[config.mk]
export PLATFORM = sky130hd
export DESIGN_NAME = fetch_ctrl
export DESIGN_NICKNAME = d
export VERILOG_FILES = /design/src/rtl/fetch_ctrl_pkg.sv /design/src/rtl/fetch_ctrl_wait_timer.sv /design/src/rtl/fetch_ctrl.sv
export SDC_FILE = /design/constraint.sdc
export NUM_CORES = 1
export LEC_CHECK = 0
export BUFFER_PORTS_ARGS = -buffer_cell sky130_fd_sc_hd__clkbuf_2
export CAP_MARGIN = 20
export CORE_ASPECT_RATIO = 1.2
export CORE_MARGIN = 5
export CORE_UTILIZATION = 40
export DETAILED_ROUTE_END_ITERATION = 12
export GPL_ROUTABILITY_DRIVEN = 0
export PLACE_DENSITY = 0.7
export SKIP_CTS_REPAIR_TIMING = 1
export SLEW_MARGIN = 5
export SYNTH_ARGS = -nofsm -noshare
export SYNTH_HDL_FRONTEND = slang
export SYNTH_SLANG_ARGS = --single-unit
[constraint.sdc]
create_clock -name clk -period 4.49 [get_ports clk]
set_input_delay 0.6735 -clock clk [delete_from_list [all_inputs] [get_ports clk]]
set_output_delay 0.6735 -clock clk [all_outputs]
set_load 0.01 [all_outputs]
[src/rtl/fetch_ctrl_pkg.sv]
// Shared types and encodings for the IF-stage fetch controller.
package fetch_ctrl_pkg;

  typedef enum logic [1:0] {
    RST   = 2'd0,
    REQ   = 2'd1,
    ABORT = 2'd2,
    ERR   = 2'd3
  } fetch_state_t;

  localparam logic PC_SEL_SEQ = 1'b0;
  localparam logic PC_SEL_BR  = 1'b1;

endpackage

[src/rtl/fetch_ctrl_wait_timer.sv]
// Consecutive not-ready cycle counter; saturates at TIMEOUT-1 and flags the hit.
module wait_timer #(
  parameter int TIMEOUT = 255,
  parameter int CNT_W   = $clog2(TIMEOUT + 1)
) (
  input  logic clk,
  input  logic reset_n,
  input  logic clr,
  input  logic inc,
  output logic hit
);

  localparam logic [CNT_W-1:0] LAST = CNT_W'(TIMEOUT - 1);

  logic [CNT_W-1:0] cnt_q;
  logic [CNT_W-1:0] cnt_d;

  // Clear dominates increment; holding at LAST keeps the count from wrapping.
  always_comb begin
    cnt_d = cnt_q;
    if (clr) begin
      cnt_d = '0;
    end else if (inc && (cnt_q != LAST)) begin
      cnt_d = cnt_q + 1'b1;
    end
  end

  always_ff @(posedge clk) begin
    if (!reset_n) begin
      cnt_q <= '0;
    end else begin
      cnt_q <= cnt_d;
    end
  end

  assign hit = (cnt_q == LAST);

endmodule

[src/rtl/fetch_ctrl.sv]
// IF-stage sequencing FSM: PC select/enable, IF/ID enable/flush and imem request,
// with redirect abort, decode-stall hold and a dead-memory timeout.
module fetch_ctrl
  import fetch_ctrl_pkg::*;
#(
  parameter int TIMEOUT = 255,
  parameter int CNT_W   = $clog2(TIMEOUT + 1)
) (
  input  logic clk,
  input  logic reset_n,
  input  logic br_taken_M,
  input  logic stall_D,
  input  logic imem_ready,
  output logic imem_req,
  output logic pc_sel,
  output logic pc_en,
  output logic ifid_en,
  output logic ifid_flush,
  output logic busy,
  output logic fetch_err
);

  fetch_state_t state_q;
  fetch_state_t state_d;
  logic         wait_clr;
  logic         wait_inc;
  logic         wait_hit;

  wait_timer #(
    .TIMEOUT (TIMEOUT),
    .CNT_W   (CNT_W)
  ) u_wait_timer (
    .clk     (clk),
    .reset_n (reset_n),
    .clr     (wait_clr),
    .inc     (wait_inc),
    .hit     (wait_hit)
  );

  always_ff @(posedge clk) begin
    if (!reset_n) begin
      state_q <= RST;
    end else begin
      state_q <= state_d;
    end
  end

  always_comb begin
    state_d    = state_q;
    imem_req   = 1'b0;
    pc_sel     = PC_SEL_SEQ;
    pc_en      = 1'b0;
    ifid_en    = 1'b0;
    ifid_flush = 1'b0;
    busy       = 1'b0;
    fetch_err  = 1'b0;
    wait_clr   = 1'b0;
    wait_inc   = 1'b0;

    unique case (state_q)
      RST: begin
        ifid_flush = 1'b1;
        wait_clr   = 1'b1;
        state_d    = REQ;
      end

      REQ: begin
        imem_req = 1'b1;
        busy     = 1'b1;
        if (br_taken_M) begin
          // M is older than D, so a redirect overrides any decode stall.
          pc_sel     = PC_SEL_BR;
          pc_en      = 1'b1;
          ifid_flush = 1'b1;
          wait_clr   = 1'b1;
          state_d    = imem_ready ? REQ : ABORT;
        end else if (imem_ready && !stall_D) begin
          pc_en    = 1'b1;
          ifid_en  = 1'b1;
          wait_clr = 1'b1;
        end else if (imem_ready) begin
          wait_clr = 1'b1;
        end else begin
          wait_inc = 1'b1;
          if (wait_hit) begin
            state_d = ERR;
          end
        end
      end

      ABORT: begin
        // Request dropped for a cycle so memory discards the stale access.
        busy     = 1'b1;
        wait_clr = 1'b1;
        if (br_taken_M) begin
          pc_sel     = PC_SEL_BR;
          pc_en      = 1'b1;
          ifid_flush = 1'b1;
        end else begin
          state_d = REQ;
        end
      end

      ERR: begin
        fetch_err  = 1'b1;
        ifid_flush = 1'b1;
      end

      default: begin
        state_d = RST;
      end
    endcase
  end

endmodule

Word-level counts from Yosys, hierarchy flattened --
Index checks and enable logic that the tools add are counted.
Storage, ports and cells: memory bits (writable) 0, logic and storage cells 49, bits in registers 10, ROM bits 0, memories 0, bits in latches 0
Cells by class: muxes and demuxes 26, magnitude comparators 0, add/subtract/negate cells 1, equal/unequal tests 9, reductions and logical operators 10, div/mod/pow operators 0, multiply operators 0, shifts and indexed selects 0, bitwise logic cells 1
Operators with widths (number):
- $mux W1 | 16
- $mux W2 | 6
- $add A8 B1 Y8 const B | 1
- $eq A8 B8 Y1 const B | 1
- $ne A8 B8 Y1 const B | 1
- $reduce_or A2 Y1 | 4
- $ne A3 B3 Y1 const B | 2
- $pmux W1 S2 | 3
- $pmux W2 S3 | 1
- $reduce_and A5 Y1 | 1
- $eq A2 B2 Y1 const B | 2
- $ne A3 B2 Y1 const B | 1
- $reduce_bool A3 Y1 | 1
- $eq A2 B1 Y1 const B | 1
- $logic_and A1 B1 Y1 | 2
- $logic_not A2 Y1 | 1
- $ne A2 B2 Y1 const B | 1
- $logic_not A1 Y1 | 1
- $not A1 Y1 | 1

Logic depth before layout (Yosys ltp) --
depth after elaboration 6, depth in mapped cells 6, gate-level depth less buffers 6

Cells and area by module --
A second synthesis with hierarchy kept.
Unflattened totals: cell total of the unflattened synthesis 82, area total of the unflattened synthesis 715.7 sq um
Modules (own cells, without submodules):
- wait_timer | sequential area each 160.2 sq um, cells an instance 51, instances 1, area each 459.2 sq um
- fetch_ctrl | sequential area each 40.0 sq um, cells an instance 31, instances 1, area each 256.5 sq um

Worst setup path after synthesis --
Ideal clock, no wire load.
path kind input-to-output, start point input br_taken_M, end point output ifid_en, slack 2.508 ns, required time 3.817 ns, path buffers 1, arrival 1.308 ns, stages 2, path through buf_2 > nor4b_1
On the way: word-level cells in the longest chain between the ends 2
RTL lines:
- from (decl) | RTL line fetch_ctrl.sv:11 | input logic br_taken_M,
- $mux W1 | RTL line fetch_ctrl.sv:70 | if (br_taken_M) begin
- $mux W1 | RTL line fetch_ctrl.sv:60 | unique case (state_q)
- to (decl) | RTL line fetch_ctrl.sv:17 | output logic ifid_en,
Every way passes these cells.

Final worst setup path --
start point register state_q[0], end point output ifid_en
On the way: word-level cells in the longest chain between the ends 2
RTL lines:
- from (decl) | RTL line fetch_ctrl.sv:23 | fetch_state_t state_q;
- from (signal assigned) | RTL line fetch_ctrl.sv:44 | state_q <= state_d;
- $eq A2 B1 Y1 | RTL line fetch_ctrl.sv:60
- $mux W1 | RTL line fetch_ctrl.sv:60
Every way passes these cells.

==> results.md <==
* Routed wire length at around 1300 µm
* Detailed Place HPWL at 982 µm
* Sequential cell area fraction in the yosys report at 30.5%
* Peak per-stage delay on the critical path at 0.45 ns
* Gr ovfl total at 0
* Number of fill cells at 158
* Relative slew slack at slightly below 60%
* Die Width at 47.0 µm
* Detailed router's first-iteration violation count at 17
* Fin Setup TNS at 0 ns
* I/O Pins at 12
* DR vias/cell at 5.57
* Period utilization at 51.9%
* Number of enable-type register cells in the synthesized netlist at 0
* Final number of max-transition violations at 0
* Synth Cell Area at 657 µm²
* Dominant cell type by area after synthesis: dfxtp_1
* Max-Cap Viols at 0
* Actual slew at the worst max-slew pin at a little over 0.6 ns
* Minimum clock period at approximately 2.3 ns
* Finished Core Util at between 40% and 50%
* Maximum clock rate at 0.429 GHz
* Most repeated cell in the gate-level netlist after synthesis: dfxtp_1
* Post-detailed-route wirelength per cell at 12.3 µm
* Highest fanout seen on the critical path at 7
* Worst Path Arrival at 1.66 ns
* Layout cells sized above 1 at a little under a fifth
* TritonCTS clock tree: done
* Number of placement rows at 16
* Placed Cells incl. Taps at 103
* Initial core utilization at 41.0%
* Remaining number of nets flagged by the antenna check after routing at 0
* Status: finished clean
* Clock slew at the register clock pins of the worst setup and hold paths at approximately 0.07 ns
* Synthesized netlist cell count at 75
* Clk root buf: clkbuf_4
* Number of distinct library cells after synthesis at 34
* Final Setup Violations at 0
* Number of global-route vias before repair at 586
* Antenna violations before repair at 0
* Post-synth top flop: dfxtp_1
* PwrDens at between 200 and 300 nW/µm²
* Floorplan core area at 1600 µm²
* Most area-consuming cells after synthesis: dfxtp_1, ha_1, o21ai_0
* Worst endpoint required time at approximately 3.8 ns
* Dominant delay contributor by cell family on the critical path: flip-flops
* Num CTS Buffers at 3
* Routed via count at 596
* Leak Pwr at 0.000303 µW
* Clock tree skew after final layout at 0.00368 ns
* Wire length of the first global-routing pass at ~2300 µm
* Clock sink total at 10
* Total count of hold-check failures in the final report at 0
* Slowest cell on crit path: dfxtp_1
* Overall die height at 54.4 µm
* Unrepaired setup endpoints after global routing: false
* Total power of the final layout at 209 µW
* Number of port buffers at 11
* Kind of capture point of the worst setup path: output port
* Maximum ir drop on the vdd rail at 0.0868 mV
* Maximum number of buffers from clock root to sink at 2
* Flop and latch count out of synthesis at 10
* Router iterations before antenna repair at 5
* Remaining design rule violation count at 0
* Number of inserted diodes at 0
* Type of the worst setup path: flop to output port
* Largest net degree at the start of global routing at 12
* Overall track demand over capacity in global routing at 12.9%
* Kind of path behind the tightest hold check: flop to flop
* Clk Latency, worst-skew pair at 0.27 ns
* Number of standard cells in the layout, taps in and fillers out at between 100 and 150
* Number of nets in the layout at 102
* Series of cell instances along the critical path: ha_1 -> inv_1 -> nor4b_1 -> clkbuf_2
* Synth top cells by count: dfxtp_1, ha_1, nor2_1
* Net count of the mapped netlist at 87
* CP Launch Type: flop
* Yosys warnings at 0
* Floorplan die area at ~2600 µm²
* Share of async-settable or async-resettable flops after synthesis at 0%
* Fraction of post-synthesis cell area in the top cell type by area at 30.5%
* Worst Path Buf+Inv at 2
* Syn_area_per_cell at 8.76 µm²
* Hold_ws at 0.516 ns
* Layout overhead on the synthesized area at 16.6%
* Htree depth at 1
[state kept, by name, summed over array words and instances, names as in the netlist]
| signal | cells |
|---|---|
| state_q | 2 |
| u_wait_timer.cnt_q | 8 |
[placed cells by master (no fill, tap or decap), types with 2 or more instances in the layout]
cell / instances
dfxtp_1: 10
a21oi_1: 4
o21ai_0: 5
mux2i_1: 2
or3_1: 2
nor3_1: 2
xor2_1: 2
nor2_1: 6
nand3_1: 2
clkbuf_2: 11
nand2_1: 2
a21boi_0: 2
clkbuf_4: 3
ha_1: 7
nand4_1: 2
inv_1: 4
o21ai_1: 2
o211ai_1: 3
[worst reg2reg max path, cell delays in order (launching register included)]
cell     delay (ns)
dfxtp_1        0.45
ha_1           0.32
nor3b_4        0.33
nand3_1        0.12
or3_1          0.31
a21oi_1        0.15
[cells by family (layout without fill, tap and decap cells)]
logic type | count (synthesis) | count (layout) | share of synthesized area (%)
compound gates | 20 | 20 | 18.7
xor+xnor | 3 | 3 | 4.00
fa+ha+maj | 7 | 7 | 13.3
buf+inv | 5 | 19 | 3.05
flops | 10 | 10 | 30.5
mux | 2 | 2 | 3.05
simple gates | 28 | 28 | 27.4
[per-layer routing]
layer | track usage (%) | wire length [µm] | part of all wire [%] | vias up
li1 | - | - | - | 304
met3 | 2.30 | 71 | 5.4 | 4
met1 | 14.8 | 624 | 48 | 264
met5 | 0 | 0 | 0 | -
met2 | 19.7 | 583 | 44 | 24
met4 | 11.5 | 33 | 2.5 | 0
[final timing paths]
kind | endpoint | cells after the start | slack [ns] | start
min | u_wait_timer.cnt_q[1] | 2 | 0.52 | u_wait_timer.cnt_q[1]
max reg2reg | u_wait_timer.cnt_q[6] | 5 | 2.73 | state_q[0]
max | ifid_en | 4 | 2.16 | state_q[0]
min reg2reg | u_wait_timer.cnt_q[1] | 2 | 0.52 | u_wait_timer.cnt_q[1]
[power breakdown]
group / internal (µW) / switching, µW
sequential: 90.3 / 2.74
clock: 49.3 / 32.2
combinational: 14.3 / 19.8
[metrics by stage]
stage               area, µm²  setup WS [ns]
floorplan                 657           2.51
global placement          729           2.50
detailed placement        729           2.43
CTS                       766           2.15
global route              766           2.02
finish                    766           2.16
[layout make-up]
| class | count | area (µm²) | area share (%) |
|---|---|---|---|
| clock buffer | 4 | 36.3 | 4.74 |
| inverter | 4 | 15.0 | 1.96 |
| multi-input combinational | 60 | 437 | 57.0 |
| sequential | 10 | 200 | 26.1 |
| tap | 18 | 22.5 | 2.94 |
| timing repair buffer | 11 | 55.1 | 7.19 |
No activity file was read; power rests on OpenSTA's default activity.
